--- src/rtl/mean_pkg.sv ---
// Shared constants and helpers for the meanN streaming front ends.
package mean_pkg;

  localparam int MEAN8_N   = 8;
  localparam int MEAN8_LAT = 4;
  localparam int FILL_W    = 4;
  localparam int PHASE_W   = 3;

  localparam logic [FILL_W-1:0] FILL_FULL = FILL_W'(MEAN8_N);

  typedef enum logic {
    MODE_SLIDING = 1'b0,
    MODE_BLOCK   = 1'b1
  } win_mode_e;

  // Window occupancy after one more sample, saturating once the window is full.
  function automatic logic [FILL_W-1:0] fill_inc(input logic [FILL_W-1:0] f);
    return (f >= FILL_FULL) ? FILL_FULL : f + FILL_W'(1);
  endfunction

endpackage

--- src/rtl/vld_delay.sv ---
// Single-bit delay line used to align a window qualifier with a fixed-latency
// averager; clr wipes every stage so stale qualifiers never escape.
module vld_delay #(
  parameter int DEPTH = 4
) (
  input  logic clk,
  input  logic rst,
  input  logic clr,
  input  logic d,
  output logic q
);

  logic [DEPTH-1:0] line_q;
  logic [DEPTH-1:0] line_d;

  always_comb begin
    line_d    = line_q << 1;
    line_d[0] = d;
    if (clr) begin
      line_d = '0;
    end
  end

  always_ff @(posedge clk or posedge rst) begin
    if (rst) begin
      line_q <= '0;
    end else begin
      line_q <= line_d;
    end
  end

  assign q = line_q[DEPTH-1];

endmodule

--- src/rtl/mean8_window.sv ---
// Eight-tap sample window feeding mean8, with window and result qualifiers
// for sliding (every sample) or block (every eighth sample) averaging.
module mean8_window
  import mean_pkg::*;
#(
  parameter int WID = 16,
  parameter int LAT = MEAN8_LAT
) (
  input  logic              clk,
  input  logic              rst,
  input  logic              s_valid,
  input  logic [WID-1:0]    s_data,
  input  logic              mode,
  input  logic              flush,
  output logic [WID-1:0]    tap_000,
  output logic [WID-1:0]    tap_001,
  output logic [WID-1:0]    tap_002,
  output logic [WID-1:0]    tap_003,
  output logic [WID-1:0]    tap_004,
  output logic [WID-1:0]    tap_005,
  output logic [WID-1:0]    tap_006,
  output logic [WID-1:0]    tap_007,
  output logic              win_valid,
  output logic              mean_valid,
  output logic [FILL_W-1:0] fill
);

  logic [MEAN8_N-1:0][WID-1:0] taps_q, taps_d;
  logic [FILL_W-1:0]           fill_q, fill_d;
  logic [PHASE_W-1:0]          phase_q, phase_d;
  logic                        win_valid_q, win_valid_d;
  logic                        accept;
  logic [FILL_W-1:0]           fill_nx;

  // Phase only advances once the window is full, so phase 0 marks the accept
  // that completes a block: the 8th sample, then every 8th after it.
  always_comb begin
    accept      = s_valid & ~flush;
    fill_nx     = fill_inc(fill_q);
    taps_d      = taps_q;
    fill_d      = fill_q;
    phase_d     = phase_q;
    win_valid_d = 1'b0;
    if (flush) begin
      taps_d  = '0;
      fill_d  = '0;
      phase_d = '0;
    end else if (accept) begin
      taps_d = {taps_q[MEAN8_N-2:0], s_data};
      fill_d = fill_nx;
      if (fill_nx == FILL_FULL) begin
        phase_d     = phase_q + PHASE_W'(1);
        win_valid_d = (win_mode_e'(mode) == MODE_SLIDING) || (phase_q == '0);
      end
    end
  end

  always_ff @(posedge clk or posedge rst) begin
    if (rst) begin
      taps_q      <= '0;
      fill_q      <= '0;
      phase_q     <= '0;
      win_valid_q <= 1'b0;
    end else begin
      taps_q      <= taps_d;
      fill_q      <= fill_d;
      phase_q     <= phase_d;
      win_valid_q <= win_valid_d;
    end
  end

  vld_delay #(
    .DEPTH(LAT)
  ) u_vld_delay (
    .clk(clk),
    .rst(rst),
    .clr(flush),
    .d  (win_valid_q),
    .q  (mean_valid)
  );

  assign tap_000   = taps_q[0];
  assign tap_001   = taps_q[1];
  assign tap_002   = taps_q[2];
  assign tap_003   = taps_q[3];
  assign tap_004   = taps_q[4];
  assign tap_005   = taps_q[5];
  assign tap_006   = taps_q[6];
  assign tap_007   = taps_q[7];
  assign win_valid = win_valid_q;
  assign fill      = fill_q;

endmodule

--- config.mk ---
export PLATFORM = sky130hd
export DESIGN_NAME = mean8_window
export DESIGN_NICKNAME = d
export VERILOG_FILES = /design/src/rtl/mean_pkg.sv /design/src/rtl/vld_delay.sv /design/src/rtl/mean8_window.sv
export SDC_FILE = /design/constraint.sdc
export NUM_CORES = 1
export LEC_CHECK = 0
export BUFFER_PORTS_ARGS = -buffer_cell sky130_fd_sc_hd__buf_2
export CORE_ASPECT_RATIO = 0.5
export CORE_MARGIN = 1.5
export CORE_UTILIZATION = 56
export CTS_CLUSTER_SIZE = 24
export DETAILED_ROUTE_END_ITERATION = 8
export GPL_ROUTABILITY_DRIVEN = 0
export GPL_TIMING_DRIVEN = 0
export PLACE_DENSITY_LB_ADDON = 0.2
export SLEW_MARGIN = 15
export SYNTH_ARGS = -nofsm -noshare
export SYNTH_HDL_FRONTEND = slang
export SYNTH_HIERARCHICAL = 1
export SYNTH_SLANG_ARGS = --single-unit
--- constraint.sdc ---
create_clock -name clk -period 10.1 [get_ports clk]
set_clock_uncertainty 0.05 [all_clocks]
set_input_delay 0 -clock clk [delete_from_list [all_inputs] [get_ports clk]]
set_output_delay 0 -clock clk [all_outputs]
set_load 0.05 [all_outputs]
==> results.json <==
{
  "tightestPinTransition_ns": 0.655,
  "max_slew_margin_pct": 56.3,
  "drcViolationCount": 0,
  "p_int_w": 0.00100,
  "status": "complete, no violations",
  "crit_fanout": 6,
  "setup_viol": 0,
  "start_kind": "flip-flop",
  "tritoncts": "yes",
  "ys_ff_latch": 140,
  "ys.flop_type": "dfrtp_1",
  "cts_sinks": 140,
  "clock_power_share_pct": 47.7,
  "p_seq_share_pct": 43.8,
  "core-area_sq_um": 9670,
  "yosysUniqueCellTypes": 23,
  "fin_crit_sh_pct": 18.3,
  "n_fill_cell": 645,
  "grt_pass1_wl_mm": 22.5,
  "dp.cells": 759,
  "drt_iter0_drc": 251,
  "netlist_instances": 470,
  "antenna_found_initial": 0,
  "maxCapViolations": 0,
  "track_usage_pct": 27.2,
  "path_clk_slew_ns": 0.06,
  "regArea_sq_um": 3500,
  "io_buffers": 153,
  "postPlaceCellArea_sq_um": 6680,
  "post-cts-setup-buffers": 0,
  "grt_pass1_vias": 4175,
  "initial_utilization_pct": 59.1,
  "power.leakage_nw": 4.29,
  "nNetsFinal": 688,
  "synth_warnings": 6,
  "async_reset_ff_share_pct": 100,
  "antenna_left": 0,
  "power_frac_comb_pct": 8.5,
  "hold_viol_final": 0,
  "finalInstanceArea_sq_um": 7480,
  "grt_max_degree": 77,
  "avgRoutedWirePerCell_um": 17.1,
  "vias_per_cell": 5.19,
  "n_antenna_cell": 0,
  "slew_viol_final": 0,
  "die_w_um": 146,
  "areaGrowthSynthToFinish_pct": 31.0,
  "synth_seq_area_share_pct": 61.4,
  "fmax_mhz": 541,
  "rows": 25,
  "die-height_um": 74.4,
  "synth-edff-count": 0,
  "crit_type": "reg2reg",
  "syn-cell-area_sq_um": 5710,
  "num_vias": 4203,
  "hold_class": "in2async",
  "dp_hpwl_mm": 9.53,
  "overflow": 0,
  "cp_data_arrival_time_ns": 2.07,
  "wirelength_mm": 13.9,
  "cts_max_level": 4,
  "max-vdd-ir-drop_v": 0.000139,
  "switchingPower_w": 0.000314,
  "power.density_nw_per_um2": 176,
  "die-area_sq_um": 10800,
  "end_kind": "flip-flop",
  "cts_buffers": 17,
  "drt_pre_antenna_iters": 4,
  "min_period_ns": 1.85,
  "num_io_pins": 155,
  "synth_nets": 495,
  "clock-root-buffer": "clkbuf_16",
  "drive_above_1_share_pct": 29.8,
  "grt_setup_unrepaired": "no",
  "clock_latency_ns": 0.40,
  "cts_buffer_depth": 2,
  "multi_input_area_sq_um": 2020,
  "fin_cells": 810,
  "cp.required_ns": 10.32,
  "timing.setup.tns_ns": 0,
  "rr_worst_depth": 5,
  "swShare_pct": 23.8,
  "syn_avg_cell_area_sq_um": 12.1
}
## layer usage
metal | part of all wire [%] | global-route usage [%] | vias up
li1 | - | - | 1945
met1 | 45 | 37.7 | 2113
met2 | 48 | 44.2 | 139
met3 | 6.7 | 5.89 | 6
met4 | 0.43 | 7.94 | 0
met5 | 0 | 0 | -
## sequential cells by signal, indices dropped and copies added, names as in the netlist
name,cells
tap_007,16
tap_001,16
tap_004,16
tap_000,16
win_valid,1
u_vld_delay/line_q,4
phase_q,3
tap_006,16
tap_003,16
tap_002,16
tap_005,16
fill,4
## power by group through the flow
stage | clock, W | sequential (W) | combinational (W)
after global placement | 0 | 0.000587 | 0.000103
after detailed placement | 0 | 0.000587 | 0.000107
after global routing | 0.000663 | 0.000578 | 0.000121
final | 0.000630 | 0.000577 | 0.000112
after floorplan | 0 | 0.000614 | 0.0000497
after CTS | 0.000636 | 0.000577 | 0.000113
## cells in the mapped netlist, types with 2 or more instances
master,count,area share [%]
nor2b_1,5,0.55
nand3_1,2,0.18
nor2_1,133,8.7
nand2b_1,4,0.44
ha_1,4,0.88
buf_4,10,1.3
inv_1,9,0.59
mux2i_1,129,23
buf_2,5,0.44
buf_1,2,0.13
dfrtp_1,140,61
a21oi_1,4,0.35
clkbuf_1,13,0.85
## cell type report
| type | instances | share of cell area, % |
|---|---|---|
| Buffer | 30 | 2.09 |
| Sequential cell | 140 | 46.8 |
| Timing Repair Buffer | 174 | 13.3 |
| Tap cell | 135 | 2.26 |
| Inverter | 9 | 0.552 |
| Multi-Input combinational cell | 291 | 26.9 |
| Clock inverter | 10 | 1.89 |
| Clock buffer | 21 | 6.15 |
## cells by family after synthesis
kind of cell | Yosys count | synth area share [%]
AOI/OAI and AO/OA | 8 | 0.855
adders and majority gates | 4 | 0.877
buffers and inverters | 39 | 3.33
DFF | 140 | 61.4
muxes | 131 | 23.1
and+or+nand+nor | 148 | 10.5
## cell usage in the layout (no fill, tap or decap)
cell type and count:
nand2_1 1, dlygate4sd3_1 20, clkbuf_16 17, inv_1 8, a21oi_1 4, clkinvlp_4 2
o21ai_0 1, mux2i_1 129, buf_4 10, a211oi_1 1, nand3_1 2, nand2b_1 4
nor2_1 133, buf_2 158, clkinv_4 3, bufinv_16 3, clkbuf_1 15, clkbuf_8 2
nand4_2 1, o31ai_1 1, buf_16 1, o22a_1 1, mux2_4 1, mux2_1 1
dfrtp_1 140, ha_1 4, clkinv_2 2, nor3b_1 1, buf_1 2, nor4bb_1 1
inv_8 1, nor2b_1 5
## worst max-delay path, cell delays in order, from the launching register on
cell	delay, ns
dfrtp_1	0.47
inv_1	0.08
ha_1	0.32
nand2b_1	0.19
o31ai_1	0.25
mux2_1	0.35
## final timing paths
| check | slack [ns] | start | endpoint |
|---|---|---|---|
| max | 8.25 | fill[0]$_DFFE_PP0P_ | phase_q[2]$_DFFE_PP0P_ |
| min in group clk | 0.27 | mode | win_valid$_DFF_PP0_ |
| max in group asynchronous | 9.20 | rst | tap_002[9]$_DFFE_PP0P_ |
| min | 0.02 | rst | u_vld_delay/line_q[2]$_DFF_PP0_ |
| max reg2reg | 8.25 | fill[0]$_DFFE_PP0P_ | phase_q[2]$_DFFE_PP0P_ |
| min reg2reg | 0.41 | u_vld_delay/line_q[1]$_DFF_PP0_ | u_vld_delay/line_q[2]$_DFF_PP0_ |
## repair_timing
action,in CTS,in global routing
hold buffers,20,0
resized for setup,0,0
endpoints found under the hold margin,90,0
## stage by stage
| stage | setup WS [ns] | hold slack, ns | total power [W] | util, % |
|---|---|---|---|---|
| after floorplan | 6.41 | -0.284 | 0.000664 | - |
| after global placement | 4.87 | -0.158 | 0.000690 | 68.7 |
| after detailed placement | 8.30 | -0.0932 | 0.000693 | 69.1 |
| after CTS | 8.26 | 0.0164 | 0.00133 | 77.4 |
| after global routing | 8.21 | 0.0387 | 0.00136 | 77.4 |
| final | 8.25 | 0.0248 | 0.00132 | 77.4 |
(Power assumes the default switching activity.)
